<file path="src/rtl/ball_motion_ctrl.sv">
// ball_motion_ctrl: debounced 4-button ball mover, one clamped step per frame.
// Optional autonomous bouncing is compiled in with `define BALL_AUTO_BOUNCE_EN.
module ball_motion_ctrl #(
    parameter int H_ACTIVE   = 640,
    parameter int V_ACTIVE   = 480,
    parameter int BALL_SIZE  = 16,
    parameter int STEP       = 4,
    parameter int DEB_CYCLES = 500000
) (
    input  logic       sys_clk,
    input  logic       sys_rst,
    input  logic       up,
    input  logic       down,
    input  logic       left,
    input  logic       right,
    input  logic       frame_start,
    output logic [9:0] ball_x,
    output logic [9:0] ball_y,
    output logic       busy,
    output logic [4:0] led
);
    localparam int CW = $clog2(DEB_CYCLES + 1);
    localparam logic signed [11:0] X_MAX = 12'(H_ACTIVE - BALL_SIZE);
    localparam logic signed [11:0] Y_MAX = 12'(V_ACTIVE - BALL_SIZE);
    localparam logic signed [11:0] STP   = 12'(STEP);
    localparam logic [9:0] X_RST = 10'((H_ACTIVE - BALL_SIZE) / 2);
    localparam logic [9:0] Y_RST = 10'((V_ACTIVE - BALL_SIZE) / 2);

    typedef enum logic [1:0] {IDLE, CALC, CLAMP} state_t;

    state_t state_q, state_d;
    logic [3:0] sync1_q, sync2_q, deb_q, deb_d, req_q, req_d;
    logic [CW-1:0] cnt_q [4];
    logic [CW-1:0] cnt_d [4];
    logic [9:0] x_q, x_d, y_q, y_d;
    logic signed [11:0] cx_q, cx_d, cy_q, cy_d, dx, dy, idle_dx, idle_dy;
    logic busy_q, busy_d, hit_q, hit_d;
    logic lo_x, hi_x, lo_y, hi_y;

`ifdef BALL_AUTO_BOUNCE_EN
    logic dir_x_q, dir_x_d, dir_y_q, dir_y_d;
    assign idle_dx = dir_x_q ? STP : -STP;
    assign idle_dy = dir_y_q ? STP : -STP;
    always_comb begin
        dir_x_d = dir_x_q;
        dir_y_d = dir_y_q;
        if (state_q == CLAMP) begin
            dir_x_d = (req_q[3] ^ req_q[2]) ? req_q[3] : (lo_x | hi_x) ? ~dir_x_q : dir_x_q;
            dir_y_d = (req_q[1] ^ req_q[0]) ? req_q[1] : (lo_y | hi_y) ? ~dir_y_q : dir_y_q;
        end
    end
`else
    assign idle_dx = '0;
    assign idle_dy = '0;
`endif

    // A level is accepted only after DEB_CYCLES consecutive cycles of disagreement.
    always_comb begin
        deb_d = deb_q;
        for (int i = 0; i < 4; i++) begin
            cnt_d[i] = '0;
            if (sync2_q[i] != deb_q[i]) begin
                if (cnt_q[i] == CW'(DEB_CYCLES - 1)) deb_d[i] = sync2_q[i];
                else cnt_d[i] = cnt_q[i] + 1'b1;
            end
        end
    end

    assign dx   = (req_q[3] & ~req_q[2]) ? STP : (req_q[2] & ~req_q[3]) ? -STP : idle_dx;
    assign dy   = (req_q[1] & ~req_q[0]) ? STP : (req_q[0] & ~req_q[1]) ? -STP : idle_dy;
    assign lo_x = cx_q[11];
    assign hi_x = cx_q > X_MAX;
    assign lo_y = cy_q[11];
    assign hi_y = cy_q > Y_MAX;

    always_comb begin
        state_d = state_q;
        req_d   = req_q;
        cx_d    = cx_q;
        cy_d    = cy_q;
        x_d     = x_q;
        y_d     = y_q;
        busy_d  = busy_q;
        hit_d   = hit_q;
        case (state_q)
            IDLE: if (frame_start) begin
                state_d = CALC;
                req_d   = deb_q;
                busy_d  = 1'b1;
            end
            CALC: begin
                cx_d    = $signed({2'b00, x_q}) + dx;
                cy_d    = $signed({2'b00, y_q}) + dy;
                state_d = CLAMP;
            end
            CLAMP: begin
                x_d     = lo_x ? '0 : hi_x ? X_MAX[9:0] : cx_q[9:0];
                y_d     = lo_y ? '0 : hi_y ? Y_MAX[9:0] : cy_q[9:0];
                hit_d   = lo_x | hi_x | lo_y | hi_y;
                busy_d  = 1'b0;
                state_d = IDLE;
            end
            default: state_d = IDLE;
        endcase
    end

    always_ff @(posedge sys_clk) begin
        if (sys_rst) begin
            state_q <= IDLE;
            sync1_q <= '0;
            sync2_q <= '0;
            deb_q   <= '0;
            cnt_q   <= '{default: '0};
            req_q   <= '0;
            cx_q    <= '0;
            cy_q    <= '0;
            x_q     <= X_RST;
            y_q     <= Y_RST;
            busy_q  <= 1'b0;
            hit_q   <= 1'b0;
`ifdef BALL_AUTO_BOUNCE_EN
            dir_x_q <= 1'b1;
            dir_y_q <= 1'b1;
`endif
        end else begin
            state_q <= state_d;
            sync1_q <= {right, left, down, up};
            sync2_q <= sync1_q;
            deb_q   <= deb_d;
            cnt_q   <= cnt_d;
            req_q   <= req_d;
            cx_q    <= cx_d;
            cy_q    <= cy_d;
            x_q     <= x_d;
            y_q     <= y_d;
            busy_q  <= busy_d;
            hit_q   <= hit_d;
`ifdef BALL_AUTO_BOUNCE_EN
            dir_x_q <= dir_x_d;
            dir_y_q <= dir_y_d;
`endif
        end
    end

    assign ball_x = x_q;
    assign ball_y = y_q;
    assign busy   = busy_q;
    assign led    = {hit_q, deb_q};
endmodule

</file>
<file path="config.mk">
export PLATFORM = sky130hd
export DESIGN_NAME = ball_motion_ctrl
export DESIGN_NICKNAME = d
export VERILOG_FILES = /design/src/rtl/ball_motion_ctrl.sv
export SDC_FILE = /design/constraint.sdc
export NUM_CORES = 1
export LEC_CHECK = 0
export ABC_AREA = 1
export BUFFER_PORTS_ARGS = -buffer_cell sky130_fd_sc_hd__buf_2
export CAP_MARGIN = 20
export CORE_MARGIN = 10
export CORE_UTILIZATION = 25
export DETAILED_ROUTE_END_ITERATION = 10
export SLEW_MARGIN = 20
export SYNTH_ARGS = -nofsm -noshare
export SYNTH_HDL_FRONTEND = slang
export SYNTH_SLANG_ARGS = --single-unit
</file>
<file path="constraint.sdc">
create_clock -name sys_clk -period 1.65 [get_ports sys_clk]
set_input_delay 0.4125 -clock sys_clk [delete_from_list [all_inputs] [get_ports sys_clk]]
set_output_delay 0.4125 -clock sys_clk [all_outputs]
set_load 0.01 [all_outputs]
</file>
==> summary.txt <==
Outcome
  • Outcome: finished with violations
  • Failing checks: negative setup slack

Synth
  • Post-Synth XOR/XNOR Area: 5.09%
  • Predominant post-synthesis flop cell: dfxtp_1
  • Post-synthesis sequential area ratio: 39.2%
  • Mux cell area share after synthesis: 0%
  • Synth Cell Area: approximately 7000 µm²
  • Synth Instances: 1026
  • Net Count, Synth: about 1000
  • Largest family of logic cells by synthesized area: simple AND/OR/NAND/NOR gates
  • Yosys Warn Count: 0
  • Post-synthesis compound-gate area fraction: 8.45%
  • Register bit count reported by yosys: 140
  • Post-synth EDFFs: 0
  • Post-synthesis area per instance: approximately 7.0 µm²
  • Yosys cell types: 42
  • Synth Area in Adders: under 10%
  • Synth Area in Simple Gates: about a third
  • Async SR Flop Fraction: 0%

Pwr
  • Leakage: 0.00377 µW
  • Max VDD drop: 0.000725 V
  • Pwr per Cell Area: 882 nW/µm²

Clocking
  • Clk sinks: 140
  • TritonCTS Buffers: 17
  • Clock Tree Buf Depth: 2
  • Clock-pin slew on the worst setup and hold paths: 0.07 ns
  • Clock latency on the worst-skew pair: 0.43 ns
  • Root buffer cell: clkbuf_16
  • TritonCTS clock tree: done
  • Hold Buf Count CTS: 0
  • H-Tree Depth: 4

Setup path
  • R2R depth: 12
  • Reg2reg end: cx_q[6]
  • Cell-by-cell trace of the critical path: inv_4 -> ha_4 -> inv_2 -> ha_4 -> ha_4 -> inv_2 -> nand2_2 -> nand3_2 -> nand2_4 -> buf_6 -> xnor2_2 -> a21oi_1
  • Crit path kind: register to register
  • CP endpoint: cx_q[6]
  • WP depth: 12
  • Reg2Reg Setup Slack: -0.02 ns
  • Startpoint types: register
  • Crit Path Max Fanout: 3
  • Crit path required time: 2.01 ns
  • Setup crit end kind: register
  • CP Buf/Inv Count: 4
  • CP most frequent cell: ha_4
  • Slowest cell on the critical path: dfxtp_2
  • Crit-path max cell delay: 0.34 ns
  • WP data arrival: 2.04 ns
  • CP startpoint: req_q[3]
  • R2R Path Start: req_q[3]
  • CP top delay family: adder cells

GRT
  • Maximum number of pins on one net before global-route repair: 28
  • GRT Util Overall: 9.87%
  • First-pass GRT wire length: 29300 µm
  • Vias in the first global route: 6146
  • Initial antenna violation count: 0
  • GR Overflow Total: 0

Detailed routing
  • Metal-1 WL: 8150 µm
  • DRC Markers: 0
  • Routed wire per std cell: 11.6 µm
  • Met2 routed WL: 8420 µm
  • Routed Antenna Nets: 0
  • WL met3: approximately 650 µm
  • Initial DRC count: 368
  • First-pass detailed-route iteration total: 4
  • Via density: 4.33
  • Uppermost layer routed: met4
  • Drt total wl: 17500 µm
  • DR vias: between 6000 and 7000

Die
  • Width of the die: about 190 µm
  • Core area: between 20000 and 30000 µm²
  • Die height: 189 µm
  • Area of the die: 35800 µm²
  • Starting Density: 25.5%
  • Boundary Pins: 33
  • Cell Rows: 61

Run
  • Max-cap check violation count: 0

Hold path
  • Min-delay src: down
  • HP Class: input port to register

Timing
  • Fin crit period: 1.67 ns
  • RSZ-0062 raised after global routing: true
  • Hold_ws: 0.181 ns
  • Relative slew margins: 67.6%
  • Skew final: between 0.007 and 0.008 ns
  • Setup violators final: 2
  • Final worst setup slack: -0.0217 ns
  • Highest clock rate: 598 MHz
  • Final Max Tran Viols: 0
  • Final Hold Vio Count: 0
  • Final period util: 101%
  • Worst slew pin tran: 0.486 ns

Layout
  • Nets: between 1000 and 1500
  • Layout cell share with drive strength beyond 1: 23.2%
  • Antenna diodes: 0
  • Area grow syn2layout: 29.0%
  • Cell Count, Final, Fillers Out: ~1500

Place
  • GPL Wtd Cong: 0.847
  • Placed wire-length estimate: about 13000 µm
  • Cells after DPL: roughly 1500
  • Buffers on Ports: 32
[worst min path at each step]
stage	cells after the start	slack, ns	to
after floorplan	2	0.39	sync2_q[0]
after global placement	2	0.40	sync2_q[0]
after detailed placement	2	0.40	sync2_q[0]
after CTS	3	0.17	sync1_q[1]
after global routing	3	0.19	sync1_q[0]
final	3	0.18	sync1_q[1]
[report_power, final]
group	leakage, µW	internal, µW	switching [µW]	total, µW
clock	0.000290	2160	1700	3850
combinational	0.00234	325	436	761
sequential	0.00114	3460	67.4	3530
total	0.00377	5940	2200	8140
[cells in the final DEF (no fill, tap or decap), drive strengths merged, types with 4 or more instances in the layout]
cell type / instances
nand2: 228
inv: 168
nor2: 163
dfxtp: 140
buf: 94
nand3: 66
a21oi: 54
o21ai: 41
nor3: 32
nand4: 30
xor2: 30
clkbuf: 17
or2: 12
ha: 12
xnor2: 9
nand3b: 8
o211ai: 5
o21bai: 5
nor4: 4
clkinv: 4
[kinds of logic (layout without fill, tap and decap cells)]
logic type	Yosys count	count (layout)
AND/OR/NAND/NOR	545	545
buffers and inverters	179	285
flip-flops	140	140
AO/OA/AOI/OAI	111	111
XOR/XNOR	39	39
adder cells (fa/ha/maj)	12	12
[through the flow]
| step | area (µm²) | setup TNS (ns) | worst slack (ns) | power [µW] | utilization [%] |
|---|---|---|---|---|---|
| after floorplan | 7170 | 0 | 0.00104 | 3980 | - |
| after global placement | 8140 | -0.372 | -0.0757 | 4210 | 29.0 |
| after detailed placement | 8140 | -0.729 | -0.102 | 4220 | 29.0 |
| after CTS | 8910 | -0.0225 | -0.0137 | 8160 | 31.8 |
| after global routing | 9230 | -0.708 | -0.125 | 8510 | 32.9 |
| final | 9230 | -0.0386 | -0.0217 | 8140 | 32.9 |
[metal layers]
layer  up-vias  track usage (%)
met5         -                0
met4         0             3.69
met3        24             2.54
met2        89             16.5
met1      2997             11.9
li1       3435                -
[worst register-to-register path, delay by kind of cell (launching register included)]
family,cells,cell delay [ns]
AO/OA/AOI/OAI,1,0.13
XOR/XNOR,1,0.12
adder cells (fa/ha/maj),3,0.56
buffers and inverters,4,0.25
flip-flops,1,0.34
AND/OR/NAND/NOR,3,0.22
[what timing repair did]
action | CTS | global route
endpoints found under the hold margin | 0 | 0
pin swaps | 11 | 21
setup endpoints to repair | 14 | 51
buffers inserted | 2 | 5
gates cloned | 0 | 0
resized for setup | 34 | 77
[area by class of cell]
type | count | area (µm²)
Tap cell | 378 | 473
Sequential cell | 140 | 2810
Inverter | 159 | 602
Clock buffer | 17 | 425
Timing Repair Buffer | 94 | 694
Clock inverter | 15 | 169
Multi-Input combinational cell | 707 | 4050
Fill cell | 2943 | 18800
[sequential cells by signal, summed over array words and instances (netlist names)]
register and count:
state_q 2, cy_q 12, cx_q 12, cnt_q 76, req_q 4, ball_x 10, ball_y 10, sync2_q 4
hit_q 1, busy 1, deb_q 4, sync1_q 4
[cells in the mapped netlist, types with 12 or more instances]
library cell / n / share of area [%]
nand2_1: 220 / 12
inv_1: 157 / 8.2
nor2_1: 144 / 7.6
dfxtp_1: 140 / 39
nand3_1: 60 / 4.2
a21oi_1: 54 / 3.8
o21ai_0: 41 / 2.9
nand4_1: 28 / 2.4
xor2_1: 27 / 3.3
nor3_1: 24 / 1.7
ha_1: 12 / 2.1
Power figures use the tool's default switching activity.
